### config.mk
export PLATFORM = sky130hd
export DESIGN_NAME = binary_centroid_locator
export DESIGN_NICKNAME = d
export VERILOG_FILES = /design/src/rtl/img_proc_pkg.sv /design/src/rtl/centroid_divider.sv /design/src/rtl/binary_centroid_locator.sv
export SDC_FILE = /design/constraint.sdc
export NUM_CORES = 1
export LEC_CHECK = 0
export ABC_CLOCK_PERIOD_IN_PS = 4200
export CORE_MARGIN = 2
export CORE_UTILIZATION = 35
export DETAILED_ROUTE_END_ITERATION = 8
export DONT_BUFFER_PORTS = 1
export PLACE_DENSITY = 0.52
export SLEW_MARGIN = 20
export SYNTH_ARGS = -nofsm -noshare
export SYNTH_HDL_FRONTEND = slang
export SYNTH_SLANG_ARGS = --single-unit
### constraint.sdc
create_clock -name clk_i -period 4.2 [get_ports clk_i]
set_input_delay 0.84 -clock clk_i [delete_from_list [all_inputs] [get_ports clk_i]]
set_output_delay 0.84 -clock clk_i [all_outputs]
set_load 0.02 [all_outputs]
### src/rtl/img_proc_pkg.sv
// Shared image-pipeline constants, width helper and
// centroid FSM state encoding.
package img_proc_pkg;

  localparam int IMG_W_DEF = 640;
  localparam int IMG_H_DEF = 480;

  function automatic int clog2(input longint n);
    int r;
    longint v;
    r = 0;
    v = 1;
    while (v < n) begin
      v = v << 1;
      r++;
    end
    return (r < 1) ? 1 : r;
  endfunction

  localparam int XW_DEF = clog2(IMG_W_DEF);
  localparam int YW_DEF = clog2(IMG_H_DEF);
  localparam int CW_DEF =
    clog2(longint'(IMG_W_DEF) * IMG_H_DEF + 1);
  localparam int SUM_W_DEF =
    clog2(longint'(IMG_W_DEF) * IMG_H_DEF
          * (IMG_W_DEF - 1) + 1);

  typedef enum logic [2:0] {
    ST_IDLE,
    ST_LOAD,
    ST_DIV_X,
    ST_DIV_Y,
    ST_DONE
  } cl_state_t;

endpackage

### src/rtl/centroid_divider.sv
// Serial restoring divider, one quotient bit per cycle;
// the start cycle already performs the first iteration.
module centroid_divider
  import img_proc_pkg::*;
#(
  parameter int NW = 9,
  parameter int DW = 6
) (
  input  logic          clk,
  input  logic          rst_n,
  input  logic          start,
  input  logic [NW-1:0] dividend,
  input  logic [DW-1:0] divisor,
  output logic          busy,
  output logic          done,
  output logic [NW-1:0] quotient
);

  localparam int CNTW = clog2(NW + 1);

  logic [DW-1:0]   rem;
  logic [DW-1:0]   dvs;
  logic [CNTW-1:0] cnt;

  logic [DW-1:0] rem_src;
  logic [DW-1:0] dvs_src;
  logic [NW-1:0] q_src;
  logic [DW:0]   shifted;
  logic [DW:0]   diff;
  logic          fit;
  logic [DW-1:0] rem_nx;
  logic [NW-1:0] q_nx;

  always_comb begin
    rem_src = start ? '0 : rem;
    q_src   = start ? dividend : quotient;
    dvs_src = start ? divisor : dvs;
    shifted = {rem_src, q_src[NW-1]};
    diff    = shifted - {1'b0, dvs_src};
    fit     = shifted >= {1'b0, dvs_src};
    rem_nx  = fit ? diff[DW-1:0] : shifted[DW-1:0];
    q_nx    = {q_src[NW-2:0], fit};
  end

  always_ff @(posedge clk or negedge rst_n) begin
    if (!rst_n) begin
      rem      <= '0;
      dvs      <= '0;
      cnt      <= '0;
      busy     <= 1'b0;
      done     <= 1'b0;
      quotient <= '0;
    end else begin
      done <= 1'b0;
      if (start) begin
        rem      <= rem_nx;
        quotient <= q_nx;
        dvs      <= divisor;
        cnt      <= CNTW'(NW - 1);
        busy     <= 1'b1;
      end else if (busy) begin
        rem      <= rem_nx;
        quotient <= q_nx;
        cnt      <= cnt - CNTW'(1);
        if (cnt == CNTW'(1)) begin
          busy <= 1'b0;
          done <= 1'b1;
        end
      end
    end
  end

endmodule

### src/rtl/binary_centroid_locator.sv
// Per-frame foreground centroid/count locator.
// Define CENTROID_BBOX_EN to build the bounding-box trackers.
module binary_centroid_locator
  import img_proc_pkg::*;
#(
  parameter int IMG_W   = IMG_W_DEF,
  parameter int IMG_H   = IMG_H_DEF,
  parameter int MIN_PIX = 16,
  localparam int XW = clog2(IMG_W),
  localparam int YW = clog2(IMG_H),
  localparam int CW =
    clog2(longint'(IMG_W) * IMG_H + 1),
  localparam int SUM_W =
    clog2(longint'(IMG_W) * IMG_H * (IMG_W - 1) + 1)
) (
  input  logic          clk_i,
  input  logic          a_rst_i,
  input  logic          i_hsyn,
  input  logic          i_vsyn,
  input  logic          i_en,
  input  logic [7:0]    i_binary,
  output logic          o_valid,
  output logic          o_found,
  output logic [XW-1:0] o_x,
  output logic [YW-1:0] o_y,
  output logic [CW-1:0] o_cnt,
  output logic [XW-1:0] o_xmin,
  output logic [XW-1:0] o_xmax,
  output logic [YW-1:0] o_ymin,
  output logic [YW-1:0] o_ymax,
  output logic          o_overrun
);

  localparam logic [XW:0] X_LIM = (XW+1)'(IMG_W);
  localparam logic [YW:0] Y_LIM = (YW+1)'(IMG_H);
  localparam logic [CW:0] MIN_C = (CW+1)'(MIN_PIX);

  cl_state_t state;
  cl_state_t state_n;

  logic          vsyn_q;
  logic          en_q;
  logic          edge_c;
  logic          snap_c;
  logic          pix_c;
  logic [XW:0]   x;
  logic [YW:0]   y;
  logic [XW-1:0] xc;
  logic [YW-1:0] yc;

  assign edge_c = i_vsyn & ~vsyn_q;
  assign snap_c = edge_c & (state == ST_IDLE);
  assign xc     = x[XW-1:0];
  assign yc     = y[YW-1:0];
  assign pix_c  = i_en & i_binary[0] & ~edge_c
                & (x < X_LIM) & (y < Y_LIM);

  // x/y saturate one past the window so stray pixels never wrap in
  always_ff @(posedge clk_i or negedge a_rst_i) begin
    if (!a_rst_i) begin
      vsyn_q <= 1'b0;
      en_q   <= 1'b0;
      x      <= '0;
      y      <= '0;
    end else begin
      vsyn_q <= i_vsyn;
      en_q   <= i_en;
      if (edge_c) begin
        x <= '0;
        y <= '0;
      end else if (i_en) begin
        if (x != X_LIM) x <= x + (XW+1)'(1);
      end else if (en_q) begin
        x <= '0;
        if (y != Y_LIM) y <= y + (YW+1)'(1);
      end
    end
  end

  logic [CW-1:0]    cnt;
  logic [CW-1:0]    s_cnt;
  logic [SUM_W-1:0] sx;
  logic [SUM_W-1:0] sy;
  logic [SUM_W-1:0] s_sx;
  logic [SUM_W-1:0] s_sy;

  always_ff @(posedge clk_i or negedge a_rst_i) begin
    if (!a_rst_i) begin
      cnt   <= '0;
      sx    <= '0;
      sy    <= '0;
      s_cnt <= '0;
      s_sx  <= '0;
      s_sy  <= '0;
    end else begin
      if (edge_c) begin
        cnt <= '0;
        sx  <= '0;
        sy  <= '0;
      end else if (pix_c) begin
        cnt <= cnt + CW'(1);
        sx  <= sx + SUM_W'(xc);
        sy  <= sy + SUM_W'(yc);
      end
      if (snap_c) begin
        s_cnt <= cnt;
        s_sx  <= sx;
        s_sy  <= sy;
      end
    end
  end

  logic [XW-1:0] s_xmin;
  logic [XW-1:0] s_xmax;
  logic [YW-1:0] s_ymin;
  logic [YW-1:0] s_ymax;

`ifdef CENTROID_BBOX_EN
  logic [XW-1:0] xmin;
  logic [XW-1:0] xmax;
  logic [YW-1:0] ymin;
  logic [YW-1:0] ymax;

  // cleared to zero each frame so an empty frame reports a zero box
  always_ff @(posedge clk_i or negedge a_rst_i) begin
    if (!a_rst_i) begin
      xmin   <= '0;
      xmax   <= '0;
      ymin   <= '0;
      ymax   <= '0;
      s_xmin <= '0;
      s_xmax <= '0;
      s_ymin <= '0;
      s_ymax <= '0;
    end else begin
      if (edge_c) begin
        xmin <= '0;
        xmax <= '0;
        ymin <= '0;
        ymax <= '0;
      end else if (pix_c) begin
        if (cnt == '0) begin
          xmin <= xc;
          xmax <= xc;
          ymin <= yc;
          ymax <= yc;
        end else begin
          if (xc < xmin) xmin <= xc;
          if (xc > xmax) xmax <= xc;
          if (yc < ymin) ymin <= yc;
          if (yc > ymax) ymax <= yc;
        end
      end
      if (snap_c) begin
        s_xmin <= xmin;
        s_xmax <= xmax;
        s_ymin <= ymin;
        s_ymax <= ymax;
      end
    end
  end
`else
  assign s_xmin = '0;
  assign s_xmax = '0;
  assign s_ymin = '0;
  assign s_ymax = '0;
`endif

  logic             div_start;
  logic             div_busy;
  logic             div_done;
  logic [SUM_W-1:0] div_a;
  logic [SUM_W-1:0] div_q;

  centroid_divider #(
    .NW(SUM_W),
    .DW(CW)
  ) u_div (
    .clk     (clk_i),
    .rst_n   (a_rst_i),
    .start   (div_start),
    .dividend(div_a),
    .divisor (s_cnt),
    .busy    (div_busy),
    .done    (div_done),
    .quotient(div_q)
  );

  logic          found;
  logic          found_n;
  logic [XW-1:0] qx;
  logic [XW-1:0] qx_n;
  logic [YW-1:0] qy;
  logic [YW-1:0] qy_n;
  logic          r_v;
  logic          res_v_n;

  always_comb begin
    state_n   = state;
    div_start = 1'b0;
    div_a     = s_sx;
    found_n   = found;
    qx_n      = qx;
    qy_n      = qy;
    res_v_n   = 1'b0;
    unique case (state)
      ST_IDLE: begin
        if (edge_c) state_n = ST_LOAD;
      end
      ST_LOAD: begin
        if ({1'b0, s_cnt} < MIN_C) begin
          found_n = 1'b0;
          state_n = ST_DONE;
        end else begin
          found_n   = 1'b1;
          div_start = 1'b1;
          state_n   = ST_DIV_X;
        end
      end
      ST_DIV_X: begin
        if (div_done) begin
          qx_n      = div_q[XW-1:0];
          div_a     = s_sy;
          div_start = 1'b1;
          state_n   = ST_DIV_Y;
        end
      end
      ST_DIV_Y: begin
        if (div_done) begin
          qy_n    = div_q[YW-1:0];
          state_n = ST_DONE;
        end
      end
      ST_DONE: begin
        res_v_n = 1'b1;
        state_n = ST_IDLE;
      end
      default: state_n = ST_IDLE;
    endcase
  end

  // qx/qy only change on a found frame, so they double as the held centroid
  always_ff @(posedge clk_i or negedge a_rst_i) begin
    if (!a_rst_i) begin
      state     <= ST_IDLE;
      found     <= 1'b0;
      qx        <= '0;
      qy        <= '0;
      r_v       <= 1'b0;
      o_valid   <= 1'b0;
      o_found   <= 1'b0;
      o_x       <= '0;
      o_y       <= '0;
      o_cnt     <= '0;
      o_xmin    <= '0;
      o_xmax    <= '0;
      o_ymin    <= '0;
      o_ymax    <= '0;
      o_overrun <= 1'b0;
    end else begin
      state     <= state_n;
      found     <= found_n;
      qx        <= qx_n;
      qy        <= qy_n;
      r_v       <= res_v_n;
      o_valid   <= r_v;
      o_overrun <= edge_c & (state != ST_IDLE);
      if (r_v) begin
        o_found <= found;
        o_x     <= qx;
        o_y     <= qy;
        o_cnt   <= s_cnt;
        o_xmin  <= s_xmin;
        o_xmax  <= s_xmax;
        o_ymin  <= s_ymin;
        o_ymax  <= s_ymax;
      end
    end
  end

  logic unused_ok;
  assign unused_ok = ^{i_hsyn, i_binary[7:1],
                       div_busy, div_q};

endmodule
==> results.sh <==
export IMPL_total_switching_power_mw=3.20
export IMPL_cts_setup_buffers=0
export IMPL_postSynthAreaPerCell_sq_um=10.3
export IMPL_finalHoldViolations=0
export IMPL_ys_seq_elements=311
export IMPL_setup_worst_path_start_class="register"
export IMPL_initial_utilization_pct=35.5
export IMPL_die_area_sq_um=46500
export IMPL_max_stage_delay_ps=440
export IMPL_routed_via_density=5.12
export IMPL_comb_power_share_pct=28.7
export IMPL_postRouteWirelength_um=36800
export IMPL_sequence_of_cells_on_the_critical_path="nor4_2 -> buf_4 -> a41o_1 -> nand2_1 -> mux2i_1 -> ha_1 -> and3b_1 -> a211oi_4 -> o21ai_0 -> a311oi_2 -> o21ai_2 -> o21ai_1 -> buf_4 -> xnor2_1 -> a32oi_1 -> o21ai_1"
export IMPL_post_synth_num_cell_types=80
export IMPL_ff2ff_path_depth=16
export IMPL_instances_no_fill=2164
export IMPL_grt_antenna_before_repair=0
export IMPL_placeable_core_region_sq_um=44200
export IMPL_clk_transition_reported_paths_ps=60
export IMPL_critical_path_slowest_cell="sky130_fd_sc_hd__dfrtp_1"
export IMPL_grt_max_degree=298
export IMPL_cap_violations=0
export IMPL_clock_tree_from_tritoncts="built"
export IMPL_share_clk_of_total_power_pct=32.9
export IMPL_floorplan_die_height_um=216
export IMPL_final_antenna_net_count=0
export IMPL_postLayoutCellArea_sq_um=17800
export IMPL_ffs_w_async_s_r_synth_pct=100
export IMPL_fin_total_pwr_mw=9.70
export IMPL_seq_power_share_pct=38.3
export IMPL_dp_final_hpwl_um=24500
export IMPL_power_per_cell_area_nw_per_um2=546
export IMPL_max_vdd_ir_drop_uv=314
export IMPL_register_to_register_setup_slack_ps=200
export IMPL_max_freq_ghz=0.250
export IMPL_grt_setup_unrepaired="yes"
export IMPL_first_pass_grt_wire_length_um=60700
export IMPL_preCtsSetupSlack_ps=72.5
export IMPL_place_congestion=0.846
export IMPL_finish_net_count=1606
export IMPL_areaGrowthSynthToFinish_pct=13.3
export IMPL_fp_dieW_um=216
export IMPL_synth_cells=1519
export IMPL_detail_route_drc_violations=0
export IMPL_timing_final_ws_setup_ps=200
export IMPL_critical_path_arrival_ps=4410
export IMPL_synth_warnings=0
export IMPL_synth_area_leaders="sky130_fd_sc_hd__dfrtp_1 50%, sky130_fd_sc_hd__mux2_2 8.5%, sky130_fd_sc_hd__nand2_1 4.1%, sky130_fd_sc_hd__ha_1 3.4%, sky130_fd_sc_hd__a21oi_1 3.0%"
export IMPL_cp_required_ps=4610
export IMPL_critical_path_top_delay_family="compound AO/OA/AOI/OAI gates"
export IMPL_floorplan_io_pins=92
export IMPL_numPortBuffers=0
export IMPL_run_status="finished clean"
export IMPL_end_kind="register"
export IMPL_final_max_slew_viol_count=0
export IMPL_leading_cell_type_by_number_of_instances_after_synthesis="sky130_fd_sc_hd__dfrtp_1"
export IMPL_grt_use_total_pct=16.1
export IMPL_detail_route_wl_per_cell_um=17.0
export IMPL_detailroute_via_count=11070
export IMPL_ys_flop_type="sky130_fd_sc_hd__dfrtp_1"
export IMPL_slew_limit_headroom_pct=35.7
export IMPL_min_path_type="in -> async"
export IMPL_dpl_cell_area_sq_um=16500
export IMPL_post_synth_most_frequent_cells="311 x sky130_fd_sc_hd__dfrtp_1, 170 x sky130_fd_sc_hd__nand2_1, 119 x sky130_fd_sc_hd__mux2_2, 101 x sky130_fd_sc_hd__nor2_1, 94 x sky130_fd_sc_hd__a21oi_1"
export IMPL_fin_crit_ps=4000
export IMPL_worst_max_slew_pin_slew_ps=964
export IMPL_power_leakage_nw=8.46
export IMPL_synth_enable_flop_cells=0
export IMPL_layout_drive_gt1_share_pct=16.9
export IMPL_synth_top_cell_by_area="sky130_fd_sc_hd__dfrtp_1"
export IMPL_fin_setup_tns_ps=0
export IMPL_placed_cells_incl_taps=2098
export IMPL_gr_total_overflow=0
export IMPL_clock_sinks=311
export IMPL_switching_share_pct=33.0
export IMPL_number_of_buffers_and_inverters_on_the_critical_path=2
export IMPL_post_synth_instance_area_sq_um=15700
export IMPL_cts_htree_levels=2
export IMPL_cts_max_path_buffers=3
export IMPL_detail_route_first_pass_iterations=5
export IMPL_ys_seq_area_share_pct=49.6
export IMPL_clk_insertion_delay_late_ps=540
export IMPL_synth_top_cell_area_share_pct=49.6
export IMPL_numCtsBuffers=36
export IMPL_n_antenna_cell=0
export IMPL_finalSetupViolCount=0
export IMPL_maximum_fanout_along_the_worst_path=6
export IMPL_grt_pass1_vias=10949
export IMPL_post_route_fraction_of_the_period_consumed_by_the_critical_path_pct=95.2
export IMPL_clock_skew_final_ps=18.8
export IMPL_first_iter_violations=694
export IMPL_reg_to_reg_startpoint="s_cnt[10]$_DFFE_PN0P_"
export IMPL_clock_tree_root_cell="sky130_fd_sc_hd__clkbuf_16"
export IMPL_setup_cp_type="reg -> reg"
export IMPL_internal_power_mw=6.50
export IMPL_timing_rr_end="u_div.rem[13]$_DFFE_PN0P_"
export IMPL_row_count=77
-- power groups by stage --
stage	sequential [mW]	combinational [mW]	clock, mW
after floorplan	3.59	2.15	0
after global placement	3.77	2.70	0
after detailed placement	3.78	2.75	0
after CTS	3.72	2.76	3.30
after global routing	3.78	3.11	3.41
final	3.72	2.79	3.19
-- worst max-delay path by stage --
stage | startpoint | slack [ps] | end | cells past startpoint
after floorplan | state[1]$_DFFE_PN0P_ | 40 | u_div.rem[11]$_DFFE_PN0P_ | 17
final | s_cnt[10]$_DFFE_PN0P_ | 200 | u_div.rem[13]$_DFFE_PN0P_ | 16
after detailed placement | s_cnt[10]$_DFFE_PN0P_ | 70 | u_div.rem[11]$_DFFE_PN0P_ | 15
after CTS | s_cnt[10]$_DFFE_PN0P_ | 50 | u_div.rem[11]$_DFFE_PN0P_ | 15
after global placement | s_cnt[10]$_DFFE_PN0P_ | 110 | u_div.rem[11]$_DFFE_PN0P_ | 15
after global routing | s_cnt[10]$_DFFE_PN0P_ | 6 | u_div.rem[0]$_DFFE_PN0P_ | 17
-- cell families after synthesis --
group	Yosys count	synth area share, %
DFF	311	49.6
xor gates and xnor gates	65	3.63
adders and majority gates	46	3.81
muxes	167	11.6
AOI/OAI and AO/OA	305	12.2
other	1	0.0239
and+or+nand+nor	471	14.5
buffers and inverters	153	4.66
-- placed cells by master, fill, tap and decap left out, types with 23 or more instances in the layout --
cell type	n
sky130_fd_sc_hd__dfrtp_1	309
sky130_fd_sc_hd__nand2_1	169
sky130_fd_sc_hd__mux2_2	119
sky130_fd_sc_hd__nor2_1	101
sky130_fd_sc_hd__a21oi_1	93
sky130_fd_sc_hd__o21ai_0	86
sky130_fd_sc_hd__buf_4	56
sky130_fd_sc_hd__nand3_1	55
sky130_fd_sc_hd__mux2i_1	46
sky130_fd_sc_hd__inv_1	46
sky130_fd_sc_hd__ha_1	43
sky130_fd_sc_hd__conb_1	38
sky130_fd_sc_hd__clkbuf_16	37
sky130_fd_sc_hd__xor2_1	33
sky130_fd_sc_hd__xnor2_1	32
sky130_fd_sc_hd__and3_1	30
sky130_fd_sc_hd__o31ai_1	23
-- area by class of cell --
type,instances,area (sq um)
Multi-Input combinational cell,1092,7400
Inverter,46,173
Sequential cell,311,7780
Tap cell,592,741
Clock buffer,50,1040
Clock inverter,13,154
Timing Repair Buffer,60,470
Fill cell,4266,26500
-- flip-flops by register name, indices dropped and copies added, names as in the netlist, 11 cells and up --
name	count
s_sx	28
u_div.dvs	19
o_cnt	19
s_cnt	19
cnt	19
sx	28
u_div.rem	19
sy	28
x	11
s_sy	28
u_div.quotient	28
-- timing repair --
item,CTS,global route
hold buffers,3,0
setup endpoints to repair,0,13
hold endpoints to repair,1,0
gates resized for setup,0,8
-- metal layers --
| layer | up-vias | GRT usage (%) | wire, um |
|---|---|---|---|
| met2 | 153 | 26.1 | 17300 |
| met4 | 0 | 4.41 | 737 |
| li1 | 5384 | - | - |
| met5 | - | 0 | 0 |
| met1 | 5476 | 22.3 | 17600 |
| met3 | 57 | 2.47 | 1210 |
-- per-stage QoR --
| step | hold WS (ps) | util [%] |
|---|---|---|
| final | 30.2 | 40.2 |
| after global routing | 10.5 | 40.2 |
| after CTS | 8.50 | 40.1 |
| after detailed placement | 461 | 37.3 |
| after global placement | 455 | 37.3 |
| after floorplan | 389 | - |
(Power assumes the default switching activity.)
